--- src/rtl/can_pkg.sv ---
// Shared CAN receive-path definitions: FSM state encoding, bus levels and
// the default stuffing run length.
package can_pkg;

  // One-hot state encoding, same style as the downstream sequence detector.
  typedef enum logic [3:0] {
    IDLE  = 4'b0001,
    RUN   = 4'b0010,
    STUFF = 4'b0100,
    ERR   = 4'b1000
  } state_t;

  localparam logic RECESSIVE = 1'b1;
  localparam logic DOMINANT  = 1'b0;

  // Identical consecutive bits after which a stuff bit is inserted.
  localparam int STUFF_LEN_DEF = 5;

  // True when exactly one bit of a 4-bit one-hot state vector is set.
  function automatic logic is_onehot4(input logic [3:0] s);
    logic [3:0] low;
    low = s - 4'd1;
    return ((s & low) == 4'd0) && (s != 4'd0);
  endfunction

endpackage

--- src/rtl/can_bit_destuff_if.sv ---
// Serial receive interface of the bit destuffer: the sampled bus bit and
// frame-region controls in, the destuffed stream and status out.
interface can_bit_destuff_if #(
  parameter int CNT_W = 8
);

  logic             sample_en;
  logic             rx_bit;
  logic             destuff_en;
  logic             err_clr;
  logic             dout;
  logic             dout_valid;
  logic             stuff_drop;
  logic             stuff_err;
  logic [CNT_W-1:0] bit_cnt;

  // Bit-timing / frame-tracking side that feeds sampled bits in.
  modport master (
    output sample_en, rx_bit, destuff_en, err_clr,
    input  dout, dout_valid, stuff_drop, stuff_err, bit_cnt
  );

  // The destuffer itself.
  modport slave (
    input  sample_en, rx_bit, destuff_en, err_clr,
    output dout, dout_valid, stuff_drop, stuff_err, bit_cnt
  );

endinterface

--- src/rtl/can_bit_destuff_chk.sv ---
// Invariant checker for the bit destuffer; observes internal state only.
module can_bit_destuff_chk
  import can_pkg::*;
#(
  parameter int STUFF_LEN = STUFF_LEN_DEF
) (
  input logic       clk,
  input logic       rst,
  input state_t     state,
  input logic [2:0] run_cnt,
  input logic       dout_valid,
  input logic       stuff_drop,
  input logic       stuff_err
);

  localparam logic [2:0] RUN_LIMIT = 3'(STUFF_LEN);

  // A removed stuff bit is never also presented as data.
  a_no_valid_and_drop: assert property (@(posedge clk) disable iff (rst)
    !(dout_valid && stuff_drop));

  // State register always holds a legal one-hot code.
  a_state_onehot: assert property (@(posedge clk) disable iff (rst)
    is_onehot4(state));

  // The run counter never passes the stuffing limit.
  a_run_bound: assert property (@(posedge clk) disable iff (rst)
    run_cnt <= RUN_LIMIT);

  // The sticky error flag is high exactly while parked in ERR.
  a_err_matches_state: assert property (@(posedge clk) disable iff (rst)
    (state == ERR) == stuff_err);

endmodule

--- src/rtl/can_bit_destuff.sv ---
// CAN receive bit destuffer. Removes stuff bits while the frame is in its
// stuffed region, passes bits straight through otherwise, and flags a stuff
// violation (one identical bit too many) with a sticky error.
module can_bit_destuff
  import can_pkg::*;
#(
  parameter int STUFF_LEN = STUFF_LEN_DEF,
  parameter int CNT_W     = 8
) (
  input logic clk,
  input logic rst,
  can_bit_destuff_if.slave bus
);

  localparam logic [2:0]       RUN_LIMIT = 3'(STUFF_LEN);
  localparam logic [CNT_W-1:0] CNT_MAX   = {CNT_W{1'b1}};
  localparam logic [CNT_W-1:0] CNT_ONE   = {{(CNT_W-1){1'b0}}, 1'b1};

  state_t           state_r, state_nx;
  logic [2:0]       run_cnt_r, run_cnt_nx;
  logic             last_bit_r, last_bit_nx;
  logic [CNT_W-1:0] bit_cnt_r, bit_cnt_nx;
  logic             dout_r, dout_nx;
  logic             dout_valid_r, dout_valid_nx;
  logic             stuff_drop_r, stuff_drop_nx;
  logic             stuff_err_r, stuff_err_nx;

  // Per-edge action selected by the state decode, and the run/count context
  // that a data bit is accumulated onto.
  logic             pass_s;
  logic             proc_run_s;
  logic             proc_stuff_s;
  logic [2:0]       run_base_s;
  logic             last_base_s;
  logic [CNT_W-1:0] cnt_base_s;

  // Emitted-bit counter increments but sticks at all-ones.
  function automatic logic [CNT_W-1:0] sat_inc(input logic [CNT_W-1:0] v);
    if (v == CNT_MAX) begin
      return v;
    end else begin
      return v + CNT_ONE;
    end
  endfunction

  // State and registered outputs; async reset aborts any frame in progress.
  always_ff @(posedge clk or posedge rst) begin
    if (rst) begin
      state_r      <= IDLE;
      run_cnt_r    <= 3'd0;
      last_bit_r   <= RECESSIVE;
      bit_cnt_r    <= {CNT_W{1'b0}};
      dout_r       <= RECESSIVE;
      dout_valid_r <= 1'b0;
      stuff_drop_r <= 1'b0;
      stuff_err_r  <= 1'b0;
    end else begin
      state_r      <= state_nx;
      run_cnt_r    <= run_cnt_nx;
      last_bit_r   <= last_bit_nx;
      bit_cnt_r    <= bit_cnt_nx;
      dout_r       <= dout_nx;
      dout_valid_r <= dout_valid_nx;
      stuff_drop_r <= stuff_drop_nx;
      stuff_err_r  <= stuff_err_nx;
    end
  end

  // Next-state decode: err_clr beats region end, which beats the sample.
  always_comb begin
    state_nx      = state_r;
    run_cnt_nx    = run_cnt_r;
    last_bit_nx   = last_bit_r;
    bit_cnt_nx    = bit_cnt_r;
    dout_nx       = dout_r;
    dout_valid_nx = 1'b0;
    stuff_drop_nx = 1'b0;
    stuff_err_nx  = stuff_err_r;
    pass_s        = 1'b0;
    proc_run_s    = 1'b0;
    proc_stuff_s  = 1'b0;
    run_base_s    = run_cnt_r;
    last_base_s   = last_bit_r;
    cnt_base_s    = bit_cnt_r;

    case (state_r)
      ERR: begin
        // Parked until cleared; samples and region changes are ignored.
        if (bus.err_clr) begin
          stuff_err_nx = 1'b0;
          state_nx     = IDLE;
          run_cnt_nx   = 3'd0;
          bit_cnt_nx   = {CNT_W{1'b0}};
          last_bit_nx  = RECESSIVE;
        end else begin
          state_nx = ERR;
        end
      end

      IDLE: begin
        run_cnt_nx  = 3'd0;
        bit_cnt_nx  = {CNT_W{1'b0}};
        last_bit_nx = RECESSIVE;
        if (bus.destuff_en) begin
          // Region opens: this edge's sample already counts as a RUN bit
          // starting from an empty run.
          state_nx    = RUN;
          proc_run_s  = bus.sample_en;
          run_base_s  = 3'd0;
          last_base_s = RECESSIVE;
          cnt_base_s  = {CNT_W{1'b0}};
        end else begin
          pass_s = bus.sample_en;
        end
      end

      RUN, STUFF: begin
        if (!bus.destuff_en) begin
          // Region closed: drop any pending stuff expectation, no error.
          state_nx    = IDLE;
          run_cnt_nx  = 3'd0;
          bit_cnt_nx  = {CNT_W{1'b0}};
          last_bit_nx = RECESSIVE;
          pass_s      = bus.sample_en;
        end else if (state_r == RUN) begin
          proc_run_s = bus.sample_en;
        end else begin
          proc_stuff_s = bus.sample_en;
        end
      end

      default: begin
        state_nx    = IDLE;
        run_cnt_nx  = 3'd0;
        bit_cnt_nx  = {CNT_W{1'b0}};
        last_bit_nx = RECESSIVE;
      end
    endcase

    if (pass_s) begin
      dout_nx       = bus.rx_bit;
      dout_valid_nx = 1'b1;
    end else begin
      dout_valid_nx = dout_valid_nx;
    end

    if (proc_run_s) begin
      // Data bit: emit, count, and extend or restart the identical-bit run.
      dout_nx       = bus.rx_bit;
      dout_valid_nx = 1'b1;
      bit_cnt_nx    = sat_inc(cnt_base_s);
      last_bit_nx   = bus.rx_bit;
      if (bus.rx_bit == last_base_s) begin
        run_cnt_nx = run_base_s + 3'd1;
      end else begin
        run_cnt_nx = 3'd1;
      end
      if (run_cnt_nx == RUN_LIMIT) begin
        state_nx = STUFF;
      end else begin
        state_nx = RUN;
      end
    end else begin
      run_cnt_nx = run_cnt_nx;
    end

    if (proc_stuff_s) begin
      if (bus.rx_bit != last_bit_r) begin
        // Genuine stuff bit: swallow it; it opens the next run.
        stuff_drop_nx = 1'b1;
        last_bit_nx   = bus.rx_bit;
        run_cnt_nx    = 3'd1;
        state_nx      = RUN;
      end else begin
        stuff_err_nx = 1'b1;
        state_nx     = ERR;
      end
    end else begin
      stuff_err_nx = stuff_err_nx;
    end
  end

  assign bus.dout       = dout_r;
  assign bus.dout_valid = dout_valid_r;
  assign bus.stuff_drop = stuff_drop_r;
  assign bus.stuff_err  = stuff_err_r;
  assign bus.bit_cnt    = bit_cnt_r;

  can_bit_destuff_chk #(
    .STUFF_LEN (STUFF_LEN)
  ) u_chk (
    .clk        (clk),
    .rst        (rst),
    .state      (state_r),
    .run_cnt    (run_cnt_r),
    .dout_valid (dout_valid_r),
    .stuff_drop (stuff_drop_r),
    .stuff_err  (stuff_err_r)
  );

endmodule

--- src/flat_wrapper.sv ---
// flat-port wrapper written by rule: the top's interface ports become plain ports
module can_bit_destuff_flat import can_pkg::*;
#(
  parameter int STUFF_LEN = STUFF_LEN_DEF,
  parameter int CNT_W     = 8
)
  (clk, rst, bus_sample_en, bus_rx_bit, bus_destuff_en, bus_err_clr, bus_dout, bus_dout_valid, bus_stuff_drop, bus_stuff_err, bus_bit_cnt);
  can_bit_destuff_if #(.CNT_W(CNT_W)) bus_i ();
  input logic clk;
  input logic rst;
  input wire logic [$bits(bus_i.sample_en)-1:0] bus_sample_en;
  input wire logic [$bits(bus_i.rx_bit)-1:0] bus_rx_bit;
  input wire logic [$bits(bus_i.destuff_en)-1:0] bus_destuff_en;
  input wire logic [$bits(bus_i.err_clr)-1:0] bus_err_clr;
  output wire logic [$bits(bus_i.dout)-1:0] bus_dout;
  output wire logic [$bits(bus_i.dout_valid)-1:0] bus_dout_valid;
  output wire logic [$bits(bus_i.stuff_drop)-1:0] bus_stuff_drop;
  output wire logic [$bits(bus_i.stuff_err)-1:0] bus_stuff_err;
  output wire logic [$bits(bus_i.bit_cnt)-1:0] bus_bit_cnt;
  assign bus_i.sample_en = bus_sample_en;
  assign bus_i.rx_bit = bus_rx_bit;
  assign bus_i.destuff_en = bus_destuff_en;
  assign bus_i.err_clr = bus_err_clr;
  assign bus_dout = bus_i.dout;
  assign bus_dout_valid = bus_i.dout_valid;
  assign bus_stuff_drop = bus_i.stuff_drop;
  assign bus_stuff_err = bus_i.stuff_err;
  assign bus_bit_cnt = bus_i.bit_cnt;
  can_bit_destuff #(.STUFF_LEN(STUFF_LEN), .CNT_W(CNT_W)) u_core (.clk(clk), .rst(rst), .bus(bus_i));
endmodule
--- config.mk ---
export PLATFORM = sky130hd
export DESIGN_NAME = can_bit_destuff_flat
export DESIGN_NICKNAME = d
export VERILOG_FILES = /design/src/rtl/can_pkg.sv /design/src/rtl/can_bit_destuff_if.sv /design/src/rtl/can_bit_destuff_chk.sv /design/src/rtl/can_bit_destuff.sv /design/src/flat_wrapper.sv
export SDC_FILE = /design/constraint.sdc
export NUM_CORES = 1
export LEC_CHECK = 0
export CORE_UTILIZATION = 45
export CTS_CLUSTER_SIZE = 25
export DETAILED_ROUTE_END_ITERATION = 7
export PLACE_DENSITY = 0.7
export SYNTH_ARGS = -nofsm -noshare
export SYNTH_HDL_FRONTEND = slang
export SYNTH_HIERARCHICAL = 1
export SYNTH_SLANG_ARGS = --single-unit
--- constraint.sdc ---
create_clock -name clk -period 2.1 [get_ports clk]
set_clock_uncertainty 0.15 [all_clocks]
set_input_delay 0.42 -clock clk [delete_from_list [all_inputs] [get_ports clk]]
set_output_delay 0.42 -clock clk [all_outputs]
set_load 0.05 [all_outputs]
After elaboration in Yosys (flattened, before gate mapping):

Cells that the tools add are included.

* register bits after elaboration: 20

* multiplexer cells: 52
* add/sub/neg operators: 2
* equal/unequal tests: 12
* reductions and logical operators: 5

Operators with widths (number)
* two-way mux 8 bit: 6
* two-way mux 3 bit: 10
* two-way mux 1 bit: 25
* two-way mux 4 bit: 6
* one-hot mux 8 bit (2 select lines): 1
* one-hot mux 4 bit (3 select lines): 1
* adder 8 x 1 -> 8 bit, second input constant: 1
* == test 8 bit, second input constant: 1
* inequality test 4 x 2 -> 1 bit, second input constant: 2
* inequality test 3 x 2 -> 1 bit, second input constant: 2
* one-hot mux 3 bit (2 select lines): 1
* == test 4 x 1 -> 1 bit, second input constant: 1
* == test 4 x 2 -> 1 bit, second input constant: 1
* == test 4 x 3 -> 1 bit, second input constant: 1
* == test 4 bit, second input constant: 1
* one-hot mux 1 bit (2 select lines): 2
* AND reduction 2 bit: 2
* adder 3 x 1 -> 3 bit, second input constant: 1
* == test 3 bit, second input constant: 1
* OR reduction 3 bit: 1
* nonzero test 2 bit: 1
* OR reduction 2 bit: 1
* == test 1 bit: 1
* inequality test 1 bit: 1

Logic depth before layout (Yosys ltp):

Gate-level depths: netlist of run 1.

* depth in word-level cells: 9
* depth in mapped cells: 9

Least setup slack after synthesis of run 1:

OpenSTA, ideal clock, no wires.

* path kind: flip-flop to flip-flop
* from: register u_core.state_r[3]
* to: register u_core.bit_cnt_r[1] (netlist: u_core/bus.bit_cnt[1])
* setup slack: -0.232 ns
* library setup time: 0.122 ns
* cell stages (with the launch flop): 10
* buffers on the path: 0
* arrival: 2.060 ns
* required time: 1.828 ns
* clock period less this slack: 2.332 ns
* path through: dfrtp_1 nor4b_4 nand2_1 and2_1 ha_1 nand4_1 nor2_1 nand2_1 o21ai_1 a32o_1

* longest elaborated chain between the ends: 6
* elaborated cells on any way between the ends: 17

RTL lines
* start, declared: RTL line can_bit_destuff.sv:19 `state_t state_r, state_nx;`
* start signal, assigned: RTL line can_bit_destuff.sv:58 `state_r <= state_nx;`
* parallel branches: the longest is 6 deep, another holds adder 8 x 1 -> 8 bit
* end signal, assigned: RTL line can_bit_destuff.sv:52 `bit_cnt_r <= {CNT_W{1'b0}};`
* end signal, assigned: RTL line can_bit_destuff.sv:61 `bit_cnt_r <= bit_cnt_nx;`
* end, declared: RTL line can_bit_destuff.sv:22 `logic [CNT_W-1:0] bit_cnt_r, bit_cnt_nx;`

Parallel ways; which one is timed is not known.
A chain may end at the register's enable or synchronous reset.

Worst setup path after layout of run 1:

* from: register u_core.state_r[0]
* to: register u_core.state_r[1]

* longest elaborated chain between the ends: 9
* elaborated cells on any way between the ends: 25

RTL lines
* == test 4 x 1 -> 1 bit: RTL line can_bit_destuff.sv:86 `case (state_r)`
* two-way mux 3 bit or two-way mux 1 bit (tied branches): RTL line can_bit_destuff.sv:86
* adder 3 x 1 -> 3 bit or == test 1 bit (tied branches): RTL line can_bit_destuff.sv:154, can_bit_destuff.sv:153
* two-way mux 3 bit: RTL line can_bit_destuff.sv:153 `if (bus.rx_bit == last_base_s) begin`
* two-way mux 3 bit: RTL line can_bit_destuff.sv:147 `if (proc_run_s) begin`
* == test 3 bit: RTL line can_bit_destuff.sv:158 `if (run_cnt_nx == RUN_LIMIT) begin`
* two-way mux 3 bit: RTL line can_bit_destuff.sv:158
* two-way mux 4 bit: RTL line can_bit_destuff.sv:147
* two-way mux 4 bit: RTL line can_bit_destuff.sv:167 `if (proc_stuff_s) begin`

Several ways; a longest one is shown, not always the timed one. The select of a mux whose other input is x is not followed.

==> results of run 1 <==
-- logic make-up after synthesis --
kind of cell,after synthesis,synth area share (%)
AND/OR/NAND/NOR,61,27.2
XOR/XNOR,5,3.36
buffers and inverters,11,3.84
adder cells (fa/ha/maj),2,1.92
flip-flops,20,38.7
AO/OA/AOI/OAI,41,22.6
multiplexers,3,2.40
-- sequential cells by signal, summed over array words and instances, names as in the netlist --
| register | count |
|---|---|
| u_core/bus.dout | 1 |
| u_core/bus.stuff_drop | 1 |
| u_core/run_cnt_r | 3 |
| u_core/last_bit_r | 1 |
| u_core/bus.dout_valid | 1 |
| u_core/state_r | 4 |
| u_core/bus.bit_cnt | 8 |
| u_core/bus.stuff_err | 1 |
-- worst max-delay path by stage --
stage / startpoint / end / slack (ns) / depth (start not counted)
detailed placement: bus_destuff_en / u_core/bus.bit_cnt[5] / -0.31 / 9
CTS: u_core/state_r[0] / u_core/state_r[1] / -0.08 / 9
global placement: bus_destuff_en / u_core/bus.bit_cnt[7] / -0.27 / 7
global route: u_core/state_r[0] / u_core/state_r[2] / -0.20 / 9
finish: u_core/state_r[0] / u_core/state_r[1] / -0.12 / 9
floorplan: u_core/state_r[1] / u_core/state_r[1] / -0.12 / 9
-- stage by stage --
stage	std cells	power (mW)	worst slack [ns]	hold slack [ns]
floorplan	143	1.07	-0.118	0.232
global placement	212	1.31	-0.271	0.327
detailed placement	212	1.33	-0.311	0.336
CTS	219	1.60	-0.0796	0.238
global route	221	1.73	-0.202	0.243
finish	221	1.63	-0.120	0.220
-- worst register-to-register path, stage by stage (launching register included) --
cell and delay, ns:
dfstp_2 0.55, nor4b_4 0.23, nand2_2 0.14, and2_4 0.16, ha_4 0.17, xnor2_2 0.12
o31a_1 0.24, o32ai_2 0.12, and2_1 0.19, nor2_1 0.05
-- power by group through the flow --
stage / clock (mW) / combinational [mW] / sequential, mW
after floorplan: 0 / 0.462 / 0.608
after global placement: 0 / 0.793 / 0.516
after detailed placement: 0 / 0.813 / 0.521
after CTS: 0.235 / 0.849 / 0.514
after global routing: 0.251 / 0.951 / 0.525
final: 0.235 / 0.880 / 0.515
-- cell usage in the layout (no fill, tap or decap), types with 2 or more instances in the layout --
cell | Yosys | layout
a22o_1 | 2 | 2
dfstp_2 | 3 | 3
clkbuf_4 | 0 | 3
and2_4 | 0 | 3
a41o_1 | 2 | 2
nand4_1 | 4 | 4
nand2_2 | 1 | 4
a21o_1 | 3 | 3
nand2_1 | 12 | 9
nor2_1 | 14 | 13
inv_1 | 5 | 5
a21oi_1 | 9 | 8
and2_1 | 5 | 2
o21ai_1 | 3 | 3
nand2b_1 | 4 | 4
nand3_1 | 7 | 7
clkdlybuf4s50_1 | 0 | 8
a21oi_2 | 2 | 3
and3_1 | 3 | 3
xor2_1 | 4 | 4
buf_4 | 1 | 41
mux2i_1 | 2 | 2
ha_4 | 0 | 2
a31oi_1 | 5 | 5
dfrtp_1 | 17 | 17
o21ai_0 | 4 | 3
nor4b_1 | 2 | 2
-- layout make-up --
| type | instances | area (µm²) |
|---|---|---|
| flip-flops and latches | 20 | 504 |
| fillers | 240 | 965 |
| multi-input cells | 112 | 807 |
| clock buffers | 4 | 36.3 |
| well taps | 31 | 38.8 |
| repair buffers | 49 | 388 |
| inverters | 5 | 18.8 |
-- what timing repair did --
item / in CTS / in global routing
gates cloned: 0 / 0
hold buffers: 0 / 0
resized for setup: 5 / 5
endpoints found under the setup margin: 5 / 9
pin swaps: 4 / 5
setup buffers: 3 / 2
-- routing by layer --
| layer | vias up | share of wire (%) | track usage, % |
|---|---|---|---|
| met3 | 4 | 5.0 | 5.58 |
| met4 | 0 | 0.73 | 2.50 |
| met1 | 624 | 46 | 32.3 |
| met2 | 39 | 48 | 42.3 |
| met5 | - | 0 | 0 |
| li1 | 625 | - | - |
==> results by group, run 1 <==
Worst setup path
  – Slowest CP cell: dfstp_2
  – CP Data Arrival Time: 2.28 ns
  – Startpoint types: flip-flop
  – RR Startpoint: u_core/state_r[0]
  – WP data required: 2.16 ns
  – Reg2reg end: u_core/state_r[1]
  – Crit path capture type: flip-flop
  – Critical Path Fanout Max: 5
  – FF-to-FF setup slack: -0.12 ns
  – Buf+Inv Stages, Crit Path: 0
  – Slowest stage delay, CP: 0.55 ns
  – FF-to-FF path depth: 9
  – Critical-path cell list: nor4b_4 > nand2_2 > and2_4 > ha_4 > xnor2_2 > o31a_1 > o32ai_2 > and2_1 > nor2_1
  – Top Family by Delay on Critical Path: simple AND/OR/NAND/NOR gates
  – WS Path Type: reg2reg

STA
  – Worst Tran Pin Value: 0.490 ns
  – PnR worst setup slack: -0.120 ns
  – Setup TNS: -0.334 ns
  – Final Max Slew Viols: 0
  – Period minus WS final: 2.22 ns
  – RSZ-0062 raised after global routing: true
  – Final setup violation count: 4
  – Max Clock Freq: 0.450 GHz
  – Final Hold Viols: 0
  – Slew HR: 67.2%
  – Tcrit/Tclk final: 106%

Route
  – Post-route DRC: 0
  – 1st-iter DRT viols: 46
  – TritonRoute pass-1 iters: 4
  – Post-route antenna net violation count: 0
  – Total number of vias: 1292
  – DR vias/cell: 5.85
  – Drt wl/cell: 16.0 µm
  – Total wire length: 3540 µm

Clock tree
  – Clock tree from TritonCTS: yes
  – Clk_lat worst skew: 0.31 ns
  – Clock root cell: clkbuf_4
  – CTS Sinks: 20
  – Total clock buffers created by CTS: 3
  – H-tree depth: 1
  – Longest Clk Path Bufs: 2
  – Clock transition at the registers of the reported paths: 0.12 ns

Synthesis
  – Most common cell in the netlist: dfrtp_1
  – Top FF cell, synth: dfrtp_1
  – Async SR Flop Fraction: 100%
  – Post-synth EDFFs: 0
  – Syn Inst Count: 143
  – Post-synth net total: 151
  – Area leader, netlist: dfrtp_1
  – Register area share after synthesis: 38.7%
  – Synth top area share: 32.7%
  – Synth cell count leaders: 17 x dfrtp_1, 14 x nor2_1, 12 x nand2_1, 9 x a21oi_1, 7 x nand3_1
  – Synthesized cell area: 1300 µm²
  – Cell variety after synth: 48
  – Synth warn: 6
  – Mean Syn Cell Area: 9.11 µm²
  – Register bit total from synthesis: 20
  – Ranking of synthesized cells by area: dfrtp_1 33%, dfstp_2 6.1%, nor2_1 4.0%, a21oi_1 3.5%, nand2_1 3.5%

Cells and area
  – Number of diodes: 0
  – Post-layout nets: 199
  – Area growth from synthesis to layout: 37.7%
  – Post-route design area: 1790 µm²
  – Post-layout util: 65.0%
  – Share of layout cells above drive strength 1: 36.3%

Die
  – Core ar.: 2760 µm²
  – Boundary pin count: 18
  – Die Y: 55.8 µm
  – Initial Util: 47.2%
  – Num rows: 19
  – Die width: 55.8 µm
  – Die area: 3110 µm²

Outcome
  – Status: finished, violations left
  – Failing checks: setup timing

GRT
  – Initial antenna violation count: 0
  – Total Routing Usage GR: 24.5%
  – Pin count of the biggest net entering global routing: 13
  – Number of global-route vias before repair: 1308
  – First-pass GRT wire length: 6130 µm
  – Grt ovf: 0

Power
  – Leak: 0.853 nW
  – VDD IR-drop max: 0.886 mV
  – Net switching power: 0.669 mW
  – Combinational Power Share: 54.0%
  – Switching part of the total: 41.0%
  – Sequential share of power: 31.6%
  – Clk pwr share: 14.4%
  – Internal power: 0.962 mW
  – Pwr dens: 909 nW/µm²

Placed design
  – Post-detail-place hpwl: 2580 µm
  – Port Buf Inserts: 17
  – Placed Instance Area: 1680 µm²
  – Final estimated routing congestion in global placement: 0.839

Run
  – Max Cap Violations: 0

Hold path
  – Tightest Hold Check Type: in2async
No activity file was read; power rests on OpenSTA's default activity.
==> inputs of run 2 (changes only) <==
--- a/config.mk
+++ b/config.mk
@@ -9,6 +9,7 @@
 export CTS_CLUSTER_SIZE = 25
 export DETAILED_ROUTE_END_ITERATION = 7
 export PLACE_DENSITY = 0.7
+export SLEW_MARGIN = 15
 export SYNTH_ARGS = -nofsm -noshare
 export SYNTH_HDL_FRONTEND = slang
 export SYNTH_HIERARCHICAL = 1
==> results of run 2 <==
No change in the layout: final DEF, timing and power equal those of run 1.
